## src/rtl/rgb_pixel_fanout_fifo_pkg.sv

```systemverilog
// rtl/rgb_pixel_fanout_fifo_pkg.sv - shared pixel types, default sizes and channel helper
package rgb_pixel_fanout_fifo_pkg;

  localparam int DEF_WIDTH    = 8;
  localparam int DEF_CHANNELS = 3;
  localparam int DEF_DEPTH    = 4;
  localparam int DEF_PIX_W    = DEF_WIDTH * DEF_CHANNELS;
  localparam int DEF_LEVEL_W  = $clog2(DEF_DEPTH + 1);

  typedef logic [DEF_PIX_W-1:0] pixel_t;

  // Channel 0 sits in the LSBs (r for the default RGB layout).
  function automatic logic [DEF_WIDTH-1:0] ch_sel(input pixel_t pixel, input int i);
    return pixel[i*DEF_WIDTH +: DEF_WIDTH];
  endfunction

endpackage

```

## src/rtl/rgb_pixel_fanout_fifo_if.sv

```systemverilog
// rtl/rgb_pixel_fanout_fifo_if.sv - source/dual-consumer pixel handshake bundle
interface rgb_pixel_fanout_fifo_if #(
  parameter int PIX_W   = 24,
  parameter int LEVEL_W = 3
);

  logic               in_valid;
  logic               in_ready;
  logic [PIX_W-1:0]   in_pixel;
  logic               out_a_valid;
  logic               out_a_ready;
  logic [PIX_W-1:0]   out_a_pixel;
  logic               out_b_valid;
  logic               out_b_ready;
  logic [PIX_W-1:0]   out_b_pixel;
  logic [LEVEL_W-1:0] level;

  modport slave (
    input  in_valid, in_pixel, out_a_ready, out_b_ready,
    output in_ready, out_a_valid, out_a_pixel, out_b_valid, out_b_pixel, level
  );

  modport master (
    output in_valid, in_pixel, out_a_ready, out_b_ready,
    input  in_ready, out_a_valid, out_a_pixel, out_b_valid, out_b_pixel, level
  );

endinterface

```

## src/rtl/rgb_pixel_fanout_fifo_core.sv

```systemverilog
// rtl/rgb_pixel_fanout_fifo_core.sv - pixel_fifo_core: storage, wrapping pointers and fill level
module pixel_fifo_core #(
  parameter int PIX_W   = 24,
  parameter int DEPTH   = 4,
  parameter int LEVEL_W = $clog2(DEPTH + 1)
) (
  input  logic               clk,
  input  logic               rst,
  input  logic               push,
  input  logic [PIX_W-1:0]   wr_data,
  input  logic               pop,
  output logic [PIX_W-1:0]   rd_data,
  output logic [LEVEL_W-1:0] level,
  output logic               full,
  output logic               empty
);

  localparam int PTR_W = $clog2(DEPTH);

  logic [PIX_W-1:0] storage [DEPTH];
  logic [PTR_W-1:0] wr_ptr;
  logic [PTR_W-1:0] rd_ptr;

  assign full    = (level == LEVEL_W'(DEPTH));
  assign empty   = (level == '0);
  assign rd_data = storage[rd_ptr];

  always_ff @(posedge clk or posedge rst) begin
    if (rst) begin
      for (int i = 0; i < DEPTH; i++) storage[i] <= '0;
      wr_ptr <= '0;
      rd_ptr <= '0;
      level  <= '0;
    end else begin
      if (push) begin
        storage[wr_ptr] <= wr_data;
        wr_ptr          <= wr_ptr + 1'b1;
      end
      if (pop) rd_ptr <= rd_ptr + 1'b1;
      // DEPTH is a power of two, so pointer overflow is the wrap.
      if (push && !pop)      level <= level + 1'b1;
      else if (pop && !push) level <= level - 1'b1;
    end
  end

endmodule

```

## src/rtl/rgb_pixel_fanout_fifo.sv

```systemverilog
// rtl/rgb_pixel_fanout_fifo.sv - FIFO-buffered pixel broadcast to two independent consumers
module rgb_pixel_fanout_fifo
  import rgb_pixel_fanout_fifo_pkg::*;
#(
  parameter int WIDTH    = DEF_WIDTH,
  parameter int CHANNELS = DEF_CHANNELS,
  parameter int DEPTH    = DEF_DEPTH
) (
  input  logic                    clk,
  input  logic                    rst,
  rgb_pixel_fanout_fifo_if.slave  bus
);

  localparam int PIX_W   = WIDTH * CHANNELS;
  localparam int LEVEL_W = $clog2(DEPTH + 1);

  logic             full;
  logic             empty;
  logic             push;
  logic             pop;
  logic             taken_a;
  logic             taken_b;
  logic             acc_a;
  logic             acc_b;
  logic [PIX_W-1:0] head;

  // in_ready looks only at the fill level, never at the consumer readies.
  assign bus.in_ready    = !rst && !full;
  assign push            = bus.in_valid && bus.in_ready;

  assign bus.out_a_valid = !empty && !taken_a;
  assign bus.out_b_valid = !empty && !taken_b;
  assign bus.out_a_pixel = head;
  assign bus.out_b_pixel = head;

  assign acc_a = bus.out_a_valid && bus.out_a_ready;
  assign acc_b = bus.out_b_valid && bus.out_b_ready;
  assign pop   = !empty && (taken_a || acc_a) && (taken_b || acc_b);

  always_ff @(posedge clk or posedge rst) begin
    if (rst) begin
      taken_a <= 1'b0;
      taken_b <= 1'b0;
    end else if (pop) begin
      taken_a <= 1'b0;
      taken_b <= 1'b0;
    end else begin
      taken_a <= taken_a || acc_a;
      taken_b <= taken_b || acc_b;
    end
  end

  pixel_fifo_core #(
    .PIX_W   (PIX_W),
    .DEPTH   (DEPTH),
    .LEVEL_W (LEVEL_W)
  ) u_core (
    .clk     (clk),
    .rst     (rst),
    .push    (push),
    .wr_data (bus.in_pixel),
    .pop     (pop),
    .rd_data (head),
    .level   (bus.level),
    .full    (full),
    .empty   (empty)
  );

endmodule

```

## src/flat_wrapper.sv

```systemverilog
// flat-port wrapper written by rule: the top's interface ports become plain ports
module rgb_pixel_fanout_fifo_flat import rgb_pixel_fanout_fifo_pkg::*;
#(
  parameter int WIDTH    = DEF_WIDTH,
  parameter int CHANNELS = DEF_CHANNELS,
  parameter int DEPTH    = DEF_DEPTH
)
  (clk, rst, bus_in_valid, bus_in_pixel, bus_out_a_ready, bus_out_b_ready, bus_in_ready, bus_out_a_valid, bus_out_a_pixel, bus_out_b_valid, bus_out_b_pixel, bus_level);
  rgb_pixel_fanout_fifo_if #(.PIX_W(24), .LEVEL_W(3)) bus_i ();
  input  logic clk;
  input  logic rst;
  input wire logic [$bits(bus_i.in_valid)-1:0] bus_in_valid;
  input wire logic [$bits(bus_i.in_pixel)-1:0] bus_in_pixel;
  input wire logic [$bits(bus_i.out_a_ready)-1:0] bus_out_a_ready;
  input wire logic [$bits(bus_i.out_b_ready)-1:0] bus_out_b_ready;
  output wire logic [$bits(bus_i.in_ready)-1:0] bus_in_ready;
  output wire logic [$bits(bus_i.out_a_valid)-1:0] bus_out_a_valid;
  output wire logic [$bits(bus_i.out_a_pixel)-1:0] bus_out_a_pixel;
  output wire logic [$bits(bus_i.out_b_valid)-1:0] bus_out_b_valid;
  output wire logic [$bits(bus_i.out_b_pixel)-1:0] bus_out_b_pixel;
  output wire logic [$bits(bus_i.level)-1:0] bus_level;
  assign bus_i.in_valid = bus_in_valid;
  assign bus_i.in_pixel = bus_in_pixel;
  assign bus_i.out_a_ready = bus_out_a_ready;
  assign bus_i.out_b_ready = bus_out_b_ready;
  assign bus_in_ready = bus_i.in_ready;
  assign bus_out_a_valid = bus_i.out_a_valid;
  assign bus_out_a_pixel = bus_i.out_a_pixel;
  assign bus_out_b_valid = bus_i.out_b_valid;
  assign bus_out_b_pixel = bus_i.out_b_pixel;
  assign bus_level = bus_i.level;
  rgb_pixel_fanout_fifo #(.WIDTH(WIDTH), .CHANNELS(CHANNELS), .DEPTH(DEPTH)) u_core (.clk(clk), .rst(rst), .bus(bus_i));
endmodule
```

## config.mk

```make
export PLATFORM = sky130hd
export DESIGN_NAME = rgb_pixel_fanout_fifo_flat
export DESIGN_NICKNAME = d
export VERILOG_FILES = /design/src/rtl/rgb_pixel_fanout_fifo_pkg.sv /design/src/rtl/rgb_pixel_fanout_fifo_if.sv /design/src/rtl/rgb_pixel_fanout_fifo_core.sv /design/src/rtl/rgb_pixel_fanout_fifo.sv /design/src/flat_wrapper.sv
export SDC_FILE = /design/constraint.sdc
export NUM_CORES = 1
export LEC_CHECK = 0
export BUFFER_PORTS_ARGS = -buffer_cell sky130_fd_sc_hd__buf_4
export CAP_MARGIN = 30
export CELL_PAD_IN_SITES_DETAIL_PLACEMENT = 0
export CELL_PAD_IN_SITES_GLOBAL_PLACEMENT = 1
export CORE_MARGIN = 4
export CORE_UTILIZATION = 49
export CTS_BUF_LIST = sky130_fd_sc_hd__clkbuf_4
export DETAILED_ROUTE_END_ITERATION = 6
export GPL_TIMING_DRIVEN = 0
export PLACE_DENSITY_LB_ADDON = 0.1
export SYNTH_ARGS = -nofsm -noshare
export SYNTH_HDL_FRONTEND = slang
export SYNTH_HIERARCHICAL = 1
export SYNTH_SLANG_ARGS = --single-unit
export TNS_END_PERCENT = 1
```

## constraint.sdc

```tcl
create_clock -name clk -period 3.95 [get_ports clk]
set_input_delay 0.5925 -clock clk [delete_from_list [all_inputs] [get_ports clk]]
set_output_delay 0.5925 -clock clk [all_outputs]
set_load 0.1 [all_outputs]
```

==> flow_summary.json <==
{
  "drt-pass1-iter-count": 3,
  "tightest_slew_ps": 675,
  "finalNetCount": 434,
  "path_clk_slew_ps": 160,
  "postCtsSetupBuffers": 0,
  "drtIter0Drc": 47,
  "seq_area_frac_synth": 0.536,
  "slew_headroom": 0.546,
  "cts_buffers": 9,
  "drcViolationCount": 0,
  "grt_use_met1": 0.215,
  "grt_antenna_before_repair": 0,
  "crit_type": "reg -> out",
  "synth_area_per_cell_um2": 16.1,
  "worst-path-max-fanout": 10,
  "grtUsageMet2": 0.283,
  "rsz0062_at_grt": "false",
  "rows": 36,
  "area_delta_synth_final_pct": 20.0,
  "ctsRootBufferMaster": "clkbuf_4",
  "grt_pass1_wl_um": 14900,
  "grtUsageMet3": 0.0501,
  "fin_ws_ps": 1300,
  "end_kind": "output port",
  "gr-total-overflow": 0,
  "initial_core_util": 0.501,
  "finalWirelength_um": 8820,
  "yosysTopAreaCell": "dfrtp_1",
  "dp_hpwl_um": 6220,
  "wl_per_cell_um": 16.4,
  "grt_busiest_layer": "met2",
  "vias": 2731,
  "netlist_instances": 304,
  "fin_crit_sh": 0.672,
  "routabilityCongestion": 0.687,
  "grt_max_degree": 57,
  "finalCriticalPeriod_ps": 2650,
  "outcome": "finished clean",
  "slew_violations": 0,
  "synth.net_count": 339,
  "h-tree-depth": 3,
  "setup_viol": 0,
  "clockBufferDepth": 2,
  "top_level_ports": 83,
  "ys_types": 22,
  "die_w_um": 108,
  "cts_tree": "built",
  "routed_via_density": 5.09,
  "grt_pass1_vias": 2917,
  "maxCapViolations": 0,
  "clock-sinks": 105,
  "port_buffers": 82,
  "fp.dieArea_mm2": 0.0117,
  "drtAntennaViolNets": 0,
  "final.setup_skew_ps": 14.3,
  "syn_area_mm2": 0.00490,
  "antenna_cells": 0,
  "critPathLaunchType": "register",
  "insertion_delay_ps": 430,
  "max_freq_mhz": 377,
  "hp-class": "in -> reg",
  "yosys_warnings": 6,
  "arrival_ps": 2060,
  "track_usage": 0.168,
  "synth_area_leaders": "dfrtp_1 (54%), mux2_2 (22%), mux4_2 (8.3%)",
  "die_y_um": 108,
  "core_area_mm2": 0.00977,
  "ys_seq_elements": 105,
  "pre_cts_slack_ps": 1460,
  "final_layout_size_suffix_gt1_frac": 0.636,
  "synth_top_area_frac": 0.536,
  "fill_cells": 794,
  "critical_path_required_ps": 3360,
  "hold_viol_final": 0
}
[final timing paths]
| kind | to | cells after the start | start | slack, ps |
|---|---|---|---|---|
| setup / recovery | bus_out_b_pixel[2] | 5 | u_core/u_core/rd_ptr[0]$_DFFE_PP0P_ | 1300 |
| hold / removal | u_core/u_core/storage[66]$_DFFE_PP0P_ | 2 | bus_in_pixel[18] | 390 |
| setup reg to reg | u_core/u_core/level[2]$_DFFE_PP0P_ | 9 | u_core/u_core/level[0]$_DFFE_PP0P_ | 1430 |
| hold reg to reg | u_core/u_core/storage[71]$_DFFE_PP0P_ | 1 | u_core/u_core/storage[71]$_DFFE_PP0P_ | 510 |
| max in group asynchronous | u_core/u_core/storage[77]$_DFFE_PP0P_ | 4 | rst | 2470 |
| min in group asynchronous | u_core/taken_a$_DFF_PP0_ | 3 | rst | 570 |
[flip-flops by register name, summed over array words and instances (netlist names)]
register / count
u_core/u_core/level: 3
u_core/taken_a: 1
u_core/u_core/rd_ptr: 2
u_core/u_core/storage: 96
u_core/u_core/wr_ptr: 2
u_core/taken_b: 1
[repair_timing]
| action | 4_1_cts | 5_1_grt |
|---|---|---|
| hold buffers | 1 | 0 |
| endpoints found under the hold margin | 2 | 0 |
| gates resized for setup | 0 | 0 |
[Yosys cell counts (all sizes together)]
library cell	n
and2	1
o21ai	1
o22a	2
inv	6
xnor2	2
nor2	6
nor2b	2
mux4	24
xor2	4
nor3b	1
nor3	2
ha	5
mux2	97
dfrtp	105
fa	1
nand2	6
buf	39
[metal layers]
metal | vias to the layer above | wire length [um]
li1 | 1273 | -
met3 | 7 | 424
met5 | - | 0
met4 | 0 | 85
met2 | 54 | 4550
met1 | 1397 | 3760
[worst max-delay path, stage by stage (launching register included)]
cell and delay [ps]:
dfrtp_1 370, buf_6 170, buf_12 170, mux4_2 540
buf_4 150, buf_4 220
[through the flow]
stage / TNS (ps) / util / hold WS (ps) / instance area, um^2 / instances
global placement: -60610 / 0.581 / 473 / 5680 / 519
global route: 0 / 0.601 / 337 / 5880 / 537
finish: 0 / 0.601 / 393 / 5880 / 537
detailed placement: 0 / 0.584 / 485 / 5710 / 520
floorplan: 0 / - / 334 / 4900 / 304
CTS: 0 / 0.601 / 356 / 5880 / 537
[cell usage in the layout (no fill, tap or decap), types with 2 or more instances in the layout]
cell       Yosys  layout
buf_12         2       2
buf_2          3       3
buf_4         25     107
buf_6          9       9
bufinv_16      0       2
clkbuf_4       0      10
clkinv_2       0       2
dfrtp_1      105     105
ha_1           5       5
inv_1          6       5
mux2_2        97      97
mux4_1         6       6
mux4_2        18      18
nand2_1        2       2
nand2_2        4       4
nor2_1         6       6
nor2b_1        2       2
nor3_1         2       2
o22a_1         2       2
xnor2_1        2       2
xor2_1         4       4
[final cells by class]
type	count	area [um^2]	share of cell area
Tap cell	133	166	0.0283
Clock buffer	10	75.1	0.0128
Inverter	6	25.0	0.00426
Clock inverter	6	82.6	0.0140
Multi-Input combinational cell	154	1900	0.324
Buffer	39	344	0.0585
Sequential cell	105	2630	0.447
Timing Repair Buffer	84	653	0.111
[logic make-up after synthesis]
group	after synthesis	synth area share
AO/OA/AOI/OAI	3	0.00460
XOR/XNOR	6	0.0107
adder cells (fa/ha/maj)	6	0.0169
buffers and inverters	45	0.0748
flip-flops	105	0.536
multiplexers	121	0.338
AND/OR/NAND/NOR	18	0.0186
Power is left out: the tool's default activity adds up to more than one toggle a clock period on the data nets, which glitch-free logic cannot reach.
